### src/rtl/key_expansion.sv
// Iterative AES-128 key schedule: 128-bit key -> 11 round keys (round r at [r*128 +: 128]).
// Latency 10/ROUNDS_PER_CYCLE cycles from accepted start to finish; start ignored while busy.
// Optional per-round key stream (rk_valid/rk_index/rk_data) when KEYEXP_STREAM_EN is defined.
module key_expansion #(
    parameter int ROUNDS_PER_CYCLE = 1
) (
    input  logic          clk,
    input  logic          rst,
    input  logic [127:0]  key,
    input  logic          start,
    output logic [1407:0] expanded_key,
    output logic          busy,
    output logic          finish
`ifdef KEYEXP_STREAM_EN
    ,
    output logic          rk_valid,
    output logic [3:0]    rk_index,
    output logic [127:0]  rk_data
`endif
);

    localparam int         RPC          = ROUNDS_PER_CYCLE;
    localparam logic [3:0] RPC4         = 4'(RPC);
    localparam logic [3:0] LAST_ROUND_Q = 4'(11 - RPC);

    // Forward S-box, entry 0 in the most significant byte.
    localparam logic [2047:0] SBOX = {
        128'h637c777bf26b6fc53001672bfed7ab76,
        128'hca82c97dfa5947f0add4a2af9ca472c0,
        128'hb7fd9326363ff7cc34a5e5f171d83115,
        128'h04c723c31896059a071280e2eb27b275,
        128'h09832c1a1b6e5aa0523bd6b329e32f84,
        128'h53d100ed20fcb15b6acbbe394a4c58cf,
        128'hd0efaafb434d338545f9027f503c9fa8,
        128'h51a3408f929d38f5bcb6da2110fff3d2,
        128'hcd0c13ec5f974417c4a77e3d645d1973,
        128'h60814fdc222a908846eeb814de5e0bdb,
        128'he0323a0a4906245cc2d3ac629195e479,
        128'he7c8376d8dd54ea96c56f4ea657aae08,
        128'hba78252e1ca6b4c6e8dd741f4bbd8b8a,
        128'h703eb5664803f60e613557b986c11d9e,
        128'he1f8981169d98e949b1e87e9ce5528df,
        128'h8ca1890dbfe6426841992d0fb054bb16
    };

    typedef enum logic [1:0] {
        IDLE = 2'd0,
        RUN  = 2'd1,
        DONE = 2'd2
    } state_t;

    state_t         state;
    state_t         state_d;
    logic           accept;
    logic [3:0]     round_q;
    logic [7:0]     rcon_q;
    logic [7:0]     rcon_nx;
    logic [127:0]   key_q;
    logic [127:0]   last_rk;
    logic [127:0]   rk_q [1:10];
    logic [127:0]   nk [RPC];
    logic [127:0]   chain;
    logic [7:0]     rc;

    function automatic logic [7:0] sub_byte(input logic [7:0] b);
        return SBOX[{~b, 3'b000} +: 8];
    endfunction

    function automatic logic [7:0] xtime(input logic [7:0] b);
        return {b[6:0], 1'b0} ^ (b[7] ? 8'h1b : 8'h00);
    endfunction

    // One round of the schedule: previous round key in, next round key out.
    function automatic logic [127:0] next_round(input logic [127:0] prev, input logic [7:0] rcon);
        logic [31:0] rot;
        logic [31:0] w0, w1, w2, w3;
        rot = {prev[23:0], prev[31:24]};
        w0  = prev[127:96] ^ {sub_byte(rot[31:24]) ^ rcon, sub_byte(rot[23:16]),
                              sub_byte(rot[15:8]), sub_byte(rot[7:0])};
        w1  = prev[95:64] ^ w0;
        w2  = prev[63:32] ^ w1;
        w3  = prev[31:0]  ^ w2;
        return {w0, w1, w2, w3};
    endfunction

    always_comb begin
        state_d = state;
        accept  = 1'b0;
        case (state)
            IDLE, DONE: begin
                if (start) begin
                    accept  = 1'b1;
                    state_d = RUN;
                end
            end
            RUN: begin
                if (round_q == LAST_ROUND_Q) begin
                    state_d = DONE;
                end
            end
            default: state_d = IDLE;
        endcase
    end

    always_ff @(posedge clk) begin
        if (rst) begin
            state <= IDLE;
        end else begin
            state <= state_d;
        end
    end

    // Chain RPC rounds combinationally from the most recently written round key.
    always_comb begin
        chain = last_rk;
        rc    = rcon_q;
        for (int j = 0; j < RPC; j++) begin
            chain = next_round(chain, rc);
            nk[j] = chain;
            rc    = xtime(rc);
        end
        rcon_nx = rc;
    end

    always_ff @(posedge clk) begin
        if (rst) begin
            key_q   <= '0;
            last_rk <= '0;
            round_q <= 4'd0;
            rcon_q  <= 8'h01;
            busy    <= 1'b0;
            finish  <= 1'b0;
        end else begin
            busy   <= (state_d == RUN);
            finish <= (state_d == DONE);
            if (accept) begin
                key_q   <= key;
                last_rk <= key;
                round_q <= 4'd1;
                rcon_q  <= 8'h01;
            end else if (state == RUN) begin
                last_rk <= nk[RPC-1];
                round_q <= round_q + RPC4;
                rcon_q  <= rcon_nx;
            end
        end
    end

    assign expanded_key[127:0] = key_q;

    // Slot r is written on the single RUN edge whose batch covers it, at a fixed chain offset.
    for (genvar r = 1; r <= 10; r++) begin : g_slot
        localparam logic [3:0] WR_AT = 4'(((r - 1) / RPC) * RPC + 1);
        localparam int         OFF   = (r - 1) % RPC;

        always_ff @(posedge clk) begin
            if (rst) begin
                rk_q[r] <= '0;
            end else if (state == RUN && round_q == WR_AT) begin
                rk_q[r] <= nk[OFF];
            end
        end

        assign expanded_key[r*128 +: 128] = rk_q[r];
    end

`ifdef KEYEXP_STREAM_EN
    always_ff @(posedge clk) begin
        if (rst) begin
            rk_valid <= 1'b0;
            rk_index <= 4'd0;
            rk_data  <= '0;
        end else begin
            rk_valid <= 1'b0;
            if (accept) begin
                rk_valid <= 1'b1;
                rk_index <= 4'd0;
                rk_data  <= key;
            end else if (state == RUN) begin
                rk_valid <= 1'b1;
                rk_index <= round_q + RPC4 - 4'd1;
                rk_data  <= nk[RPC-1];
            end
        end
    end
`endif

endmodule

### config.mk
export PLATFORM = sky130hd
export DESIGN_NAME = key_expansion
export DESIGN_NICKNAME = d
export VERILOG_FILES = /design/src/rtl/key_expansion.sv
export SDC_FILE = /design/constraint.sdc
export NUM_CORES = 2
export LEC_CHECK = 0
export CAP_MARGIN = 5
export CELL_PAD_IN_SITES_DETAIL_PLACEMENT = 1
export CELL_PAD_IN_SITES_GLOBAL_PLACEMENT = 1
export CORE_AREA = 2 2 595 597
export CTS_BUF_LIST = sky130_fd_sc_hd__clkbuf_4
export CTS_CLUSTER_DIAMETER = 60
export CTS_CLUSTER_SIZE = 10
export DETAILED_ROUTE_END_ITERATION = 12
export DIE_AREA = 0 0 597 599
export GPL_TIMING_DRIVEN = 1
export PLACE_DENSITY = 0.44
export RECOVER_POWER = 25
export SLEW_MARGIN = 5
export SYNTH_ARGS = -nofsm -noshare
export SYNTH_HDL_FRONTEND = slang
export SYNTH_SLANG_ARGS = --single-unit
### constraint.sdc
create_clock -name clk -period 6.2 [get_ports clk]
set_input_delay 1.55 -clock clk [delete_from_list [all_inputs] [get_ports clk]]
set_output_delay 1.55 -clock clk [all_outputs]
set_load 0.02 [all_outputs]
==> summary.md <==
| Metric | Value |
|---|---|
| Run status | finished with violations |
| Failing checks | capacitance limit, slew limit |
| Startpoint types | flip-flop |
| Hold Buf Count CTS | 0 |
| Final Hold Violating Endpoints | 0 |
| Drt pass-1 iters | 5 |
| Total power | 50.97 mW |
| Clk pwr share | 13.7% |
| Critical path class | reg2reg |
| Row cnt | 218 |
| VDD IR max | 0.0003973 V |
| Share of cells above drive strength 1 | 11.24% |
| Initial antenna violation count | 65 |
| Num CTS Buffers | 210 |
| FFs w/ async S/R, synth | 0% |
| Crit path max-delay family | simple AND/OR/NAND/NOR gates |
| Min Tclk post-route | 5496 ps |
| Placer Congestion | 0.9426 |
| Sink Count | 1552 |
| Synth cell types | 108 |
| DRC viols | 0 |
| Synth warn | 0 |
| WL/cell | 37.57 µm |
| Initial Util | 20.45% |
| Nets@finish | 8198 |
| DIE AREA | 0.3576 mm² |
| Buffers added on ports | 1540 |
| Worst path slowest cell | nand2_1 |
| DP Wirelength | 353900 µm |
| Setup Skew | 258.1 ps |
| FF+latch count, synth | 1552 |
| Vert. Die Dim | 599 µm |
| Worst Path Max Fanout | 48 |
| H-tree Lvls | 4 |
| Post-placement setup slack | 821.9 ps |
| Leakage | 34.61 nW |
| Total gr overflow | 0 |
| Crit end category | flip-flop |
| Synthesized area | 0.07186 mm² |
| Clock transition at path regs | 110 ps |
| Fin crit share | 88.65% |
| Routed via count | 62734 |
| Vias in the first global route | 61464 |
| Core area | 0.3513 mm² |
| Commonest non-fill, non-tap cells in the layout | 1538 x clkdlybuf4s50_1, 1506 x nor2_1, 1280 x edfxtp_1 |
| Antenna-violating nets left | 0 |
| Area after DPL | 0.09420 mm² |
| Routed wire length | 480300 µm |
| EDFF count, synth | 1280 |
| Setup-violating endpoint count in the final report | 0 |
| Slew Limit Fails | 752 |
| Pin count of the biggest net entering global routing | 157 |
| Worst-Skew Late Latency | 1490 ps |
| Max_slew headroom | -141.9% |
| Sequential Power Share | 25.1% |
| Cell Chain, Critical Path | nand2_1, nor3_1, clkbuf_1, nand2_1, nand2_1, buf_4 |
| Top cell by count, worst path | nand2_1 |
| Logic pwr share | 61.1% |
| Post-CTS Setup Bufs | 0 |
| Worst min path class | reg2reg |
| Measured slew at the worst slew-check pin | 3629 ps |
| Post-CTS sizing | 0 |
| Cell area power density | 525.9 mW/mm² |
| Setup_tns | 0 ps |
| Die span in x | 597 µm |
| Max-Cap Viols | 18 |
| CP max stage delay | 1680 ps |
| Max Freq | 0.1819 GHz |
| Syn Nets | 6771 |
| Vias/cell | 4.907 |
| Clock Tree Buf Depth | 4 |
| 1st-iter DRT viols | 6082 |
| GRT Resource Usage Total | 25.71% |
| Internal | 22.54 mW |
| CP arrival | 6480 ps |
| Switch Pwr | 28.43 mW |
| Post-synthesis cell count | 6576 |
| Worst path bufs/invs | 2 |
| RSZ-0062 raised after global routing | no |
| Area grow syn2layout | 34.88% |
| First-pass GRT wire length | 619900 µm |
| Avg Inst Size Synth | 10.93 µm² |
| Primary FF master, synth | edfxtp_1 |
| Leading cell type in the layout, fill and taps excluded | clkdlybuf4s50_1 |
| Sw Ratio | 55.78% |
| CP required | 7180 ps |
| Post-route design area | 0.09692 mm² |
| CTS tree | done |
| I/O pin total | 1541 |
| CTS Root Buffer Type | clkbuf_4 |
| Sequential area share after synthesis | 61.07% |
| Final worst slack | 703.5 ps |
[registers in the layout (all words and copies together), names as in the netlist]
name     count
round_q      4
busy         1
rk_q      1280
state        2
last_rk    128
key_q      128
finish       1
rcon_q       8
[through the flow]
stage,std cells,hold slack [ps],utilization [%]
2_1_floorplan,6576,456.9,-
3_3_place_gp,12411,443.5,26.81
3_5_place_dp,12411,447.5,26.81
4_1_cts,12759,338.9,27.64
5_1_grt,12769,371.8,27.58
6_report,12784,351.4,27.59
[final timing paths]
path | startpoint | end | slack (ps) | depth (start not counted)
worst min register to register | rcon_q[1]$_SDFFE_PP0N_ | rcon_q[2]$_SDFFE_PP0N_ | 350 | 2
worst max-delay path | state[0]$_SDFF_PP0_ | rk_q[0][142]$_SDFFCE_PN0P_ | 700 | 6
worst min-delay path | rcon_q[1]$_SDFFE_PP0N_ | rcon_q[2]$_SDFFE_PP0N_ | 350 | 2
worst max register to register | state[0]$_SDFF_PP0_ | rk_q[0][142]$_SDFFCE_PN0P_ | 700 | 6
[cell families after synthesis]
| family | synth area share [%] |
|---|---|
| mux | 2.307 |
| xor+xnor | 2.974 |
| buf+inv | 4.134 |
| fa+ha+maj | 1.142 |
| flops | 61.07 |
| simple gates | 16.10 |
| compound gates | 12.27 |
[layer usage]
layer  wire, µm  GRT usage, %
met2     229200         43.38
met1     196300         32.22
met3      32660         5.146
met5        228             0
met4      21930         9.900
[tightest hold or removal path, stage by stage (launching register included)]
cell and delay, ps:
dfxtp_1 350, nand2_1 70, a21oi_1 50
[power by group through the flow]
stage / Combinational [mW] / Clock [mW] / Sequential [mW]
floorplan: 12.5 / 0 / 13.1
global placement: 31.3 / 0 / 13.0
detailed placement: 31.3 / 0 / 13.0
CTS: 31.4 / 7.26 / 12.8
global route: 32.2 / 7.60 / 12.9
finish: 31.2 / 7.01 / 12.8
[synth_stat cells, drive strengths merged, types with 19 or more instances]
cell / count / area, µm²
and2: 42 / 262.8
or3: 91 / 569.3
a211oi: 62 / 470.5
a21o: 32 / 240.2
nor2b: 102 / 638.1
o21a: 21 / 157.7
o31ai: 45 / 337.8
or2: 37 / 231.5
a311o: 20 / 200.2
ha: 64 / 800.8
nand3: 76 / 380.4
xor2: 56 / 550.5
nor2: 1508 / 5663
nand2: 540 / 2027
nor3: 75 / 380.4
dfxtp: 272 / 5445
a311oi: 25 / 219.0
o2111ai: 19 / 166.4
mux2i: 37 / 374.1
a21boi: 34 / 255.2
edfxtp: 1280 / 38440
xnor2: 122 / 1380
o311ai: 42 / 367.9
a221oi: 26 / 251.5
o21ai: 195 / 975.9
o211ai: 84 / 630.6
a21oi: 333 / 1678
buf: 201 / 1112
nand2b: 105 / 656.9
clkbuf: 434 / 1629
mux4: 52 / 1171
inv: 50 / 187.7
a2111oi: 19 / 167.7
a31oi: 154 / 963.4
[layout make-up]
type	count	area (µm²)
multi-input cells	4328	26000
inverters	61	229.0
repair buffers	1850	18020
well taps	4620	5781
clock buffers	273	2049
clock inverters	75	850.8
diodes	25	62.56
flip-flops and latches	1552	43920
fillers	39199	254400
No activity file was read; power rests on OpenSTA's default activity.
